<file path="src/rtl/axi_arb_defs.sv">
`default_nettype none
// ==== axi_arb_defs : shared arbiter constants and packed AR payload field map | rev 1.0 ====
package axi_arb_defs;

  localparam int ARB_SRC_WIDTH = 1;

  // Packed AR payload {addr,len,size,burst,lock,cache,prot,region,qos,user}, user in the LSBs.
  localparam int AR_USER_W   = 0;
  localparam int AR_QOS_W    = 4;
  localparam int AR_REGION_W = 4;
  localparam int AR_PROT_W   = 3;
  localparam int AR_CACHE_W  = 4;
  localparam int AR_LOCK_W   = 1;
  localparam int AR_BURST_W  = 2;
  localparam int AR_SIZE_W   = 3;
  localparam int AR_LEN_W    = 8;
  localparam int AR_ADDR_W   = 32;

  localparam int AR_USER_LSB   = 0;
  localparam int AR_QOS_LSB    = AR_USER_LSB + AR_USER_W;
  localparam int AR_REGION_LSB = AR_QOS_LSB + AR_QOS_W;
  localparam int AR_PROT_LSB   = AR_REGION_LSB + AR_REGION_W;
  localparam int AR_CACHE_LSB  = AR_PROT_LSB + AR_PROT_W;
  localparam int AR_LOCK_LSB   = AR_CACHE_LSB + AR_CACHE_W;
  localparam int AR_BURST_LSB  = AR_LOCK_LSB + AR_LOCK_W;
  localparam int AR_SIZE_LSB   = AR_BURST_LSB + AR_BURST_W;
  localparam int AR_LEN_LSB    = AR_SIZE_LSB + AR_SIZE_W;
  localparam int AR_ADDR_LSB   = AR_LEN_LSB + AR_LEN_W;
  localparam int AR_PLD_W      = AR_ADDR_LSB + AR_ADDR_W;

  typedef enum logic [0:0] {
    BUF_EMPTY = 1'b0,
    BUF_FULL  = 1'b1
  } ar_buf_state_t;

endpackage
`default_nettype wire

</file>
<file path="src/rtl/rd_outst_cnt.sv">
`default_nettype none
// ==== rd_outst_cnt : saturating outstanding-burst counter with at-limit flag | rev 1.0 ====
module rd_outst_cnt #(
  parameter int MAX_OUTST = 8,
  parameter int CNT_WIDTH = $clog2(MAX_OUTST + 1)
) (
  input  logic clk_i,
  input  logic rst_ni,
  input  logic inc_i,
  input  logic dec_i,
  output logic at_limit_o
);

  localparam logic [CNT_WIDTH-1:0] C_LIMIT = CNT_WIDTH'(MAX_OUTST);

  logic [CNT_WIDTH-1:0] cnt_q, cnt_d;

  // Simultaneous inc and dec cancel; both directions saturate instead of wrapping.
  always_comb begin
    cnt_d = cnt_q;
    if (inc_i && !dec_i && (cnt_q != C_LIMIT)) begin
      cnt_d = cnt_q + 1'b1;
    end else if (dec_i && !inc_i && (cnt_q != '0)) begin
      cnt_d = cnt_q - 1'b1;
    end
  end

  always_ff @(posedge clk_i or negedge rst_ni) begin
    if (!rst_ni) begin
      cnt_q <= '0;
    end else begin
      cnt_q <= cnt_d;
    end
  end

  assign at_limit_o = (cnt_q == C_LIMIT);

  a_no_underflow: assert property (@(posedge clk_i) disable iff (!rst_ni)
    !(dec_i && (cnt_q == '0)));

endmodule
`default_nettype wire

</file>
<file path="src/rtl/axi4_rd_arb2.sv">
`default_nettype none
// ==== axi4_rd_arb2 : two-requester AXI4 read arbiter, RR + outstanding limit, 1-entry AR buffer | rev 1.0 ====
module axi4_rd_arb2
  import axi_arb_defs::*;
#(
  parameter int ID_WIDTH     = 4,
  parameter int DATA_WIDTH   = 32,
  parameter int AR_PLD_WIDTH = 61,
  parameter int MAX_OUTST    = 8,
  parameter int CNT_WIDTH    = $clog2(MAX_OUTST + 1)
) (
  input  logic                              aclk,
  input  logic                              aresetn,
  input  logic [1:0]                        s_arvalid,
  output logic [1:0]                        s_arready,
  input  logic [2*ID_WIDTH-1:0]             s_arid,
  input  logic [2*AR_PLD_WIDTH-1:0]         s_arpld,
  output logic [1:0]                        s_rvalid,
  input  logic [1:0]                        s_rready,
  output logic [ID_WIDTH-1:0]               s_rid,
  output logic [DATA_WIDTH-1:0]             s_rdata,
  output logic [1:0]                        s_rresp,
  output logic                              s_rlast,
  output logic                              m_arvalid,
  input  logic                              m_arready,
  output logic [ID_WIDTH+ARB_SRC_WIDTH-1:0] m_arid,
  output logic [AR_PLD_WIDTH-1:0]           m_arpld,
  input  logic                              m_rvalid,
  output logic                              m_rready,
  input  logic [ID_WIDTH+ARB_SRC_WIDTH-1:0] m_rid,
  input  logic [DATA_WIDTH-1:0]             m_rdata,
  input  logic [1:0]                        m_rresp,
  input  logic                              m_rlast
);

  localparam int MID_W = ID_WIDTH + ARB_SRC_WIDTH;

  ar_buf_state_t           state_q, state_d;
  logic                    ptr_q, ptr_d;
  logic [MID_W-1:0]        arid_q, arid_d;
  logic [AR_PLD_WIDTH-1:0] pld_q, pld_d;

  logic [1:0] w_at_limit;
  logic [1:0] w_elig;
  logic [1:0] w_grant;
  logic [1:0] w_dec;
  logic       w_can_load;
  logic       w_load;
  logic       w_src;
  logic       w_rsrc;
  logic       w_rdone;

  // Grant is masked during reset so no upstream handshake can complete.
  always_comb begin
    w_can_load = (state_q == BUF_EMPTY) || m_arready;
    w_elig     = s_arvalid & ~w_at_limit;
    w_grant    = 2'b00;
    if (aresetn && w_can_load) begin
      if (&w_elig) begin
        w_grant[ptr_q] = 1'b1;
      end else begin
        w_grant = w_elig;
      end
    end
    w_load = |w_grant;
    w_src  = w_grant[1];
  end

  assign s_arready = w_grant;

  always_comb begin
    state_d = state_q;
    ptr_d   = ptr_q;
    arid_d  = arid_q;
    pld_d   = pld_q;
    case (state_q)
      BUF_EMPTY: if (w_load) state_d = BUF_FULL;
      BUF_FULL:  if (!w_load && m_arready) state_d = BUF_EMPTY;
      default:   state_d = BUF_EMPTY;
    endcase
    if (w_load) begin
      ptr_d  = ~w_src;
      arid_d = w_src ? {1'b1, s_arid[2*ID_WIDTH-1:ID_WIDTH]}
                     : {1'b0, s_arid[ID_WIDTH-1:0]};
      pld_d  = w_src ? s_arpld[2*AR_PLD_WIDTH-1:AR_PLD_WIDTH]
                     : s_arpld[AR_PLD_WIDTH-1:0];
    end
  end

  always_ff @(posedge aclk or negedge aresetn) begin
    if (!aresetn) begin
      state_q <= BUF_EMPTY;
      ptr_q   <= 1'b0;
      arid_q  <= '0;
      pld_q   <= '0;
    end else begin
      state_q <= state_d;
      ptr_q   <= ptr_d;
      arid_q  <= arid_d;
      pld_q   <= pld_d;
    end
  end

  assign m_arvalid = (state_q == BUF_FULL);
  assign m_arid    = arid_q;
  assign m_arpld   = pld_q;

  // R channel: route on the source bit that was appended to the AR ID.
  assign w_rsrc   = m_rid[MID_W-1];
  assign s_rvalid = {m_rvalid & w_rsrc, m_rvalid & ~w_rsrc};
  assign m_rready = s_rready[w_rsrc];
  assign s_rid    = m_rid[ID_WIDTH-1:0];
  assign s_rdata  = m_rdata;
  assign s_rresp  = m_rresp;
  assign s_rlast  = m_rlast;

  assign w_rdone = m_rvalid & m_rready & m_rlast;
  assign w_dec   = {w_rdone & w_rsrc, w_rdone & ~w_rsrc};

  for (genvar i = 0; i < 2; i++) begin : g_cnt
    rd_outst_cnt #(
      .MAX_OUTST (MAX_OUTST),
      .CNT_WIDTH (CNT_WIDTH)
    ) u_cnt (
      .clk_i      (aclk),
      .rst_ni     (aresetn),
      .inc_i      (w_grant[i]),
      .dec_i      (w_dec[i]),
      .at_limit_o (w_at_limit[i])
    );
  end

endmodule
`default_nettype wire
</file>
<file path="config.mk">
export PLATFORM = sky130hd
export DESIGN_NAME = axi4_rd_arb2
export DESIGN_NICKNAME = d
export VERILOG_FILES = /design/src/rtl/axi_arb_defs.sv /design/src/rtl/rd_outst_cnt.sv /design/src/rtl/axi4_rd_arb2.sv
export SDC_FILE = /design/constraint.sdc
export NUM_CORES = 1
export LEC_CHECK = 0
export BUFFER_PORTS_ARGS = -buffer_cell sky130_fd_sc_hd__clkbuf_2
export CAP_MARGIN = 20
export CELL_PAD_IN_SITES_DETAIL_PLACEMENT = 0
export CELL_PAD_IN_SITES_GLOBAL_PLACEMENT = 1
export CORE_MARGIN = 2
export CORE_UTILIZATION = 31
export CTS_BUF_LIST = sky130_fd_sc_hd__clkbuf_16
export DETAILED_ROUTE_END_ITERATION = 10
export HOLD_SLACK_MARGIN = 0.08
export PLACE_DENSITY_LB_ADDON = 0.1
export SLEW_MARGIN = 20
export SYNTH_ARGS = -nofsm -noshare
export SYNTH_HDL_FRONTEND = slang
export SYNTH_SLANG_ARGS = --single-unit
export TNS_END_PERCENT = 20
</file>
<file path="constraint.sdc">
create_clock -name aclk -period 4.5 [get_ports aclk]
set_input_delay 0.45 -clock aclk [delete_from_list [all_inputs] [get_ports aclk]]
set_output_delay 0.45 -clock aclk [all_outputs]
set_load 0.01 [all_outputs]
</file>
==> impl_metrics.xml <==
<?xml version="1.0" encoding="UTF-8"?>
<metrics>
  <group name="placement">
    <metric name="detailed_place_hpwl" unit="um">9023</metric>
    <metric name="place.port_buffers" unit="">212</metric>
    <metric name="finalWeightedCongestion" unit="">0.8314</metric>
    <metric name="pre_cts_ws" unit="ps">1093</metric>
  </group>
  <group name="cts">
    <metric name="cts_root_buffer" unit="">clkbuf_16</metric>
    <metric name="cts.sink_count" unit="">76</metric>
    <metric name="path_clk_slew" unit="ps">60</metric>
    <metric name="cts_made_buffers" unit="">9</metric>
    <metric name="clk_latency_worst_skew_pair" unit="ps">330</metric>
    <metric name="cts_buffer_depth" unit="">2</metric>
    <metric name="cts-htree-levels" unit="">3</metric>
    <metric name="cts_tree" unit="">built</metric>
  </group>
  <group name="yosys">
    <metric name="synth_area_per_cell" unit="um2">10.99</metric>
    <metric name="seq_area_frac_synth" unit="%">48.89</metric>
    <metric name="synth_area" unit="um2">3890</metric>
    <metric name="post_synth_inst_count" unit="">354</metric>
    <metric name="ys_warn_count" unit="">0</metric>
    <metric name="synthesized_flop_and_latch_total" unit="">76</metric>
    <metric name="mapped_nets" unit="">538</metric>
    <metric name="synth_cell_types" unit="">39</metric>
  </group>
  <group name="floorplan">
    <metric name="design.die.area" unit="um2">13460</metric>
    <metric name="core.rowCount" unit="">40</metric>
    <metric name="initial_utilization" unit="%">32.12</metric>
    <metric name="pin_count" unit="">289</metric>
    <metric name="die_h" unit="um">116.0</metric>
    <metric name="dieWidth" unit="um">116.0</metric>
    <metric name="design.core.area" unit="um2">12110</metric>
  </group>
  <group name="global_route">
    <metric name="antenna_found_initial" unit="">0</metric>
    <metric name="maximum_number_of_pins_on_one_net_before_global_route_repair" unit="">74</metric>
    <metric name="first_pass_grt_wire_length" unit="um">17500</metric>
    <metric name="globalRoute.totalOverflow" unit="">0</metric>
    <metric name="groute.usage.overall" unit="%">17.32</metric>
    <metric name="vias_in_the_first_global_route" unit="">3276</metric>
  </group>
  <group name="finish">
    <metric name="mostFrequentLayoutCells" unit="">clkbuf_2 (211), dfrtp_1 (76), inv_1 (72)</metric>
    <metric name="finish.net_count" unit="">702</metric>
    <metric name="layout.filler_cells" unit="">1250</metric>
    <metric name="fin_util" unit="%">41.90</metric>
    <metric name="diodes" unit="">0</metric>
    <metric name="drive_above_1_share" unit="%">45.70</metric>
    <metric name="syn2layout_area_growth" unit="%">30.46</metric>
    <metric name="final_common_cell" unit="">clkbuf_2</metric>
  </group>
  <group name="power">
    <metric name="power_density" unit="nW/um2">595.5</metric>
    <metric name="irDropWorstVdd" unit="mV">0.1906</metric>
    <metric name="static-leakage-power" unit="nW">2.891</metric>
  </group>
  <group name="detailed_routing">
    <metric name="met2WireLength" unit="um">6206</metric>
    <metric name="drt_first_pass_iters" unit="">8</metric>
    <metric name="maxUsedRoutingLayer" unit="">met4</metric>
    <metric name="vias" unit="">3409</metric>
    <metric name="wl_met3" unit="um">1148</metric>
    <metric name="final_wl" unit="um">12110</metric>
    <metric name="postRouteAntennaNets" unit="">0</metric>
    <metric name="viasPerCell" unit="">4.933</metric>
    <metric name="drt_drc_violations_left" unit="">0</metric>
    <metric name="first_iter_violations" unit="">387</metric>
    <metric name="drt-wirelength-per-cell" unit="um">17.52</metric>
    <metric name="m1WireLength" unit="um">4535</metric>
  </group>
  <group name="timing">
    <metric name="hold_vio_cnt_final" unit="">0</metric>
    <metric name="largest_clock_skew_in_the_final_design" unit="ps">5.812</metric>
    <metric name="worst_slew_pin_slew" unit="ps">786.6</metric>
    <metric name="timing.slew.headroom" unit="%">47.56</metric>
    <metric name="timing.setup.tns" unit="ps">0</metric>
    <metric name="final.min_clock_period" unit="ps">3507</metric>
    <metric name="grt_setup_unrepaired" unit="">false</metric>
    <metric name="max_freq" unit="GHz">0.2851</metric>
    <metric name="timing.final.ws_setup" unit="ps">992.7</metric>
    <metric name="maxSlewViolCount" unit="">0</metric>
    <metric name="finalSetupViolCount" unit="">0</metric>
    <metric name="post-route-period-util" unit="%">77.94</metric>
  </group>
  <group name="critical_path">
    <metric name="timing.critical_path.to_type" unit="">flop</metric>
    <metric name="path_max_fanout" unit="">69</metric>
    <metric name="worstPathArrival" unit="ps">3710</metric>
    <metric name="cp.required" unit="ps">4700</metric>
    <metric name="worstSetupPathType" unit="">input pin to flop</metric>
    <metric name="critical_path.startpoint_type" unit="">input pin</metric>
  </group>
  <group name="min_path">
    <metric name="timing.hold.worst.class" unit="">input pin to flop</metric>
  </group>
  <group name="outcome">
    <metric name="outcome" unit="">complete, no violations</metric>
  </group>
  <group name="run">
    <metric name="drv.max_cap_violation_count" unit="">0</metric>
  </group>
</metrics>
-- where the power goes --
| group | total (mW) | leakage, nW | switching [mW] | internal, mW |
|---|---|---|---|---|
| sequential | 1.17 | 0.932 | 0.213 | 0.952 |
| clock | 0.804 | 0.169 | 0.269 | 0.535 |
| combinational | 1.05 | 1.79 | 0.568 | 0.485 |
| total | 3.02 | 2.89 | 1.05 | 1.97 |
-- layer usage --
layer | track usage [%] | up-vias
met2 | 30.06 | 219
met5 | 0 | -
met3 | 5.282 | 15
met1 | 20.22 | 1588
met4 | 6.349 | 0
li1 | - | 1587
-- sequential cells by signal, summed over array words and instances, names as in the netlist --
register	count
ptr_q	1
m_arpld	61
g_cnt.u_cnt.cnt_q	8
m_arid	5
m_arvalid	1
-- synth_stat cells (all sizes together) --
cell    number  area [um2]
dfrtp       76        1902
inv         69       259.0
a222oi      67       670.6
buf         62       462.9
nand2       16       60.06
nor2        10       37.54
xnor2        5       43.79
ha           4       50.05
nor3         4       30.03
o21ai        4       20.01
a21boi       3       33.78
and2         3       18.77
mux2i        3       30.03
a21oi        2       10.01
fa           2       40.04
mux4         2       45.04
nand2b       2       12.51
nand3        2       10.01
nor2b        2       12.51
nor4         2       12.51
o221a        2       22.52
a211o        1       17.52
a211oi       1       12.51
a21bo        1       10.01
a21o         1       7.510
clkbuf       1       3.750
clkinv       1       8.760
mux2         1       11.26
nand4        1       6.260
o21bai       1       7.510
or2          1       6.260
or3          1       6.260
xor2         1       8.760
-- worst paths after layout --
| check | start | to | slack, ps | cells past startpoint |
|---|---|---|---|---|
| worst min register to register | m_arpld[2] | m_arpld[2] | 490 | 2 |
| min in group asynchronous | aresetn | m_arpld[19] | 590 | 2 |
| worst max register to register | g_cnt[1].u_cnt.cnt_q[1] | g_cnt[0].u_cnt.cnt_q[3] | 1180 | 10 |
| worst max-delay path | aresetn | g_cnt[0].u_cnt.cnt_q[3] | 990 | 11 |
| worst min-delay path | s_arpld[15] | m_arpld[15] | 350 | 3 |
| max in group asynchronous | aresetn | g_cnt[0].u_cnt.cnt_q[3] | 2950 | 3 |
-- through the flow --
step	instances	hold WS (ps)	instance area, um2	power, mW
3_3_place_gp	674	411.3	4731	2.225
5_1_grt	691	331.9	5075	3.255
6_report	691	347.3	5075	3.022
4_1_cts	691	330.1	5075	3.067
3_5_place_dp	674	419.9	4731	2.234
2_1_floorplan	354	154.4	3890	1.821
-- layout make-up --
cell class | instances | area [um2] | area share, %
Sequential cell | 76 | 1902 | 37.48
Multi-Input combinational cell | 145 | 1265 | 24.93
Timing Repair Buffer | 216 | 1096 | 21.60
Inverter | 70 | 267.8 | 5.276
Clock buffer | 9 | 225.2 | 4.438
Tap cell | 168 | 210.2 | 4.142
Clock inverter | 7 | 108.9 | 2.145
-- logic make-up after synthesis --
group                    synth area share (%)
buffers and inverters                   18.88
flip-flops                              48.89
XOR/XNOR                                1.351
multiplexers                            2.219
AND/OR/NAND/NOR                         5.468
AO/OA/AOI/OAI                           20.87
adder cells (fa/ha/maj)                 2.316
-- critical path, cell delays in order --
cell,delay [ps]
dlygate4sd3_1,520
buf_4,370
nand2_1,170
a211o_4,390
clkinv_4,340
nand2_1,220
ha_1,370
a21oi_1,170
and2_1,160
nand2_1,50
mux4_2,460
-- repair_timing --
| item | in CTS | in global routing |
|---|---|---|
| hold buffers | 1 | 0 |
| buffers inserted | 0 | 0 |
| gates resized for setup | 0 | 0 |
| hold endpoints to repair | 31 | 0 |
| endpoints found under the setup margin | 0 | 0 |
(Power assumes the default switching activity.)
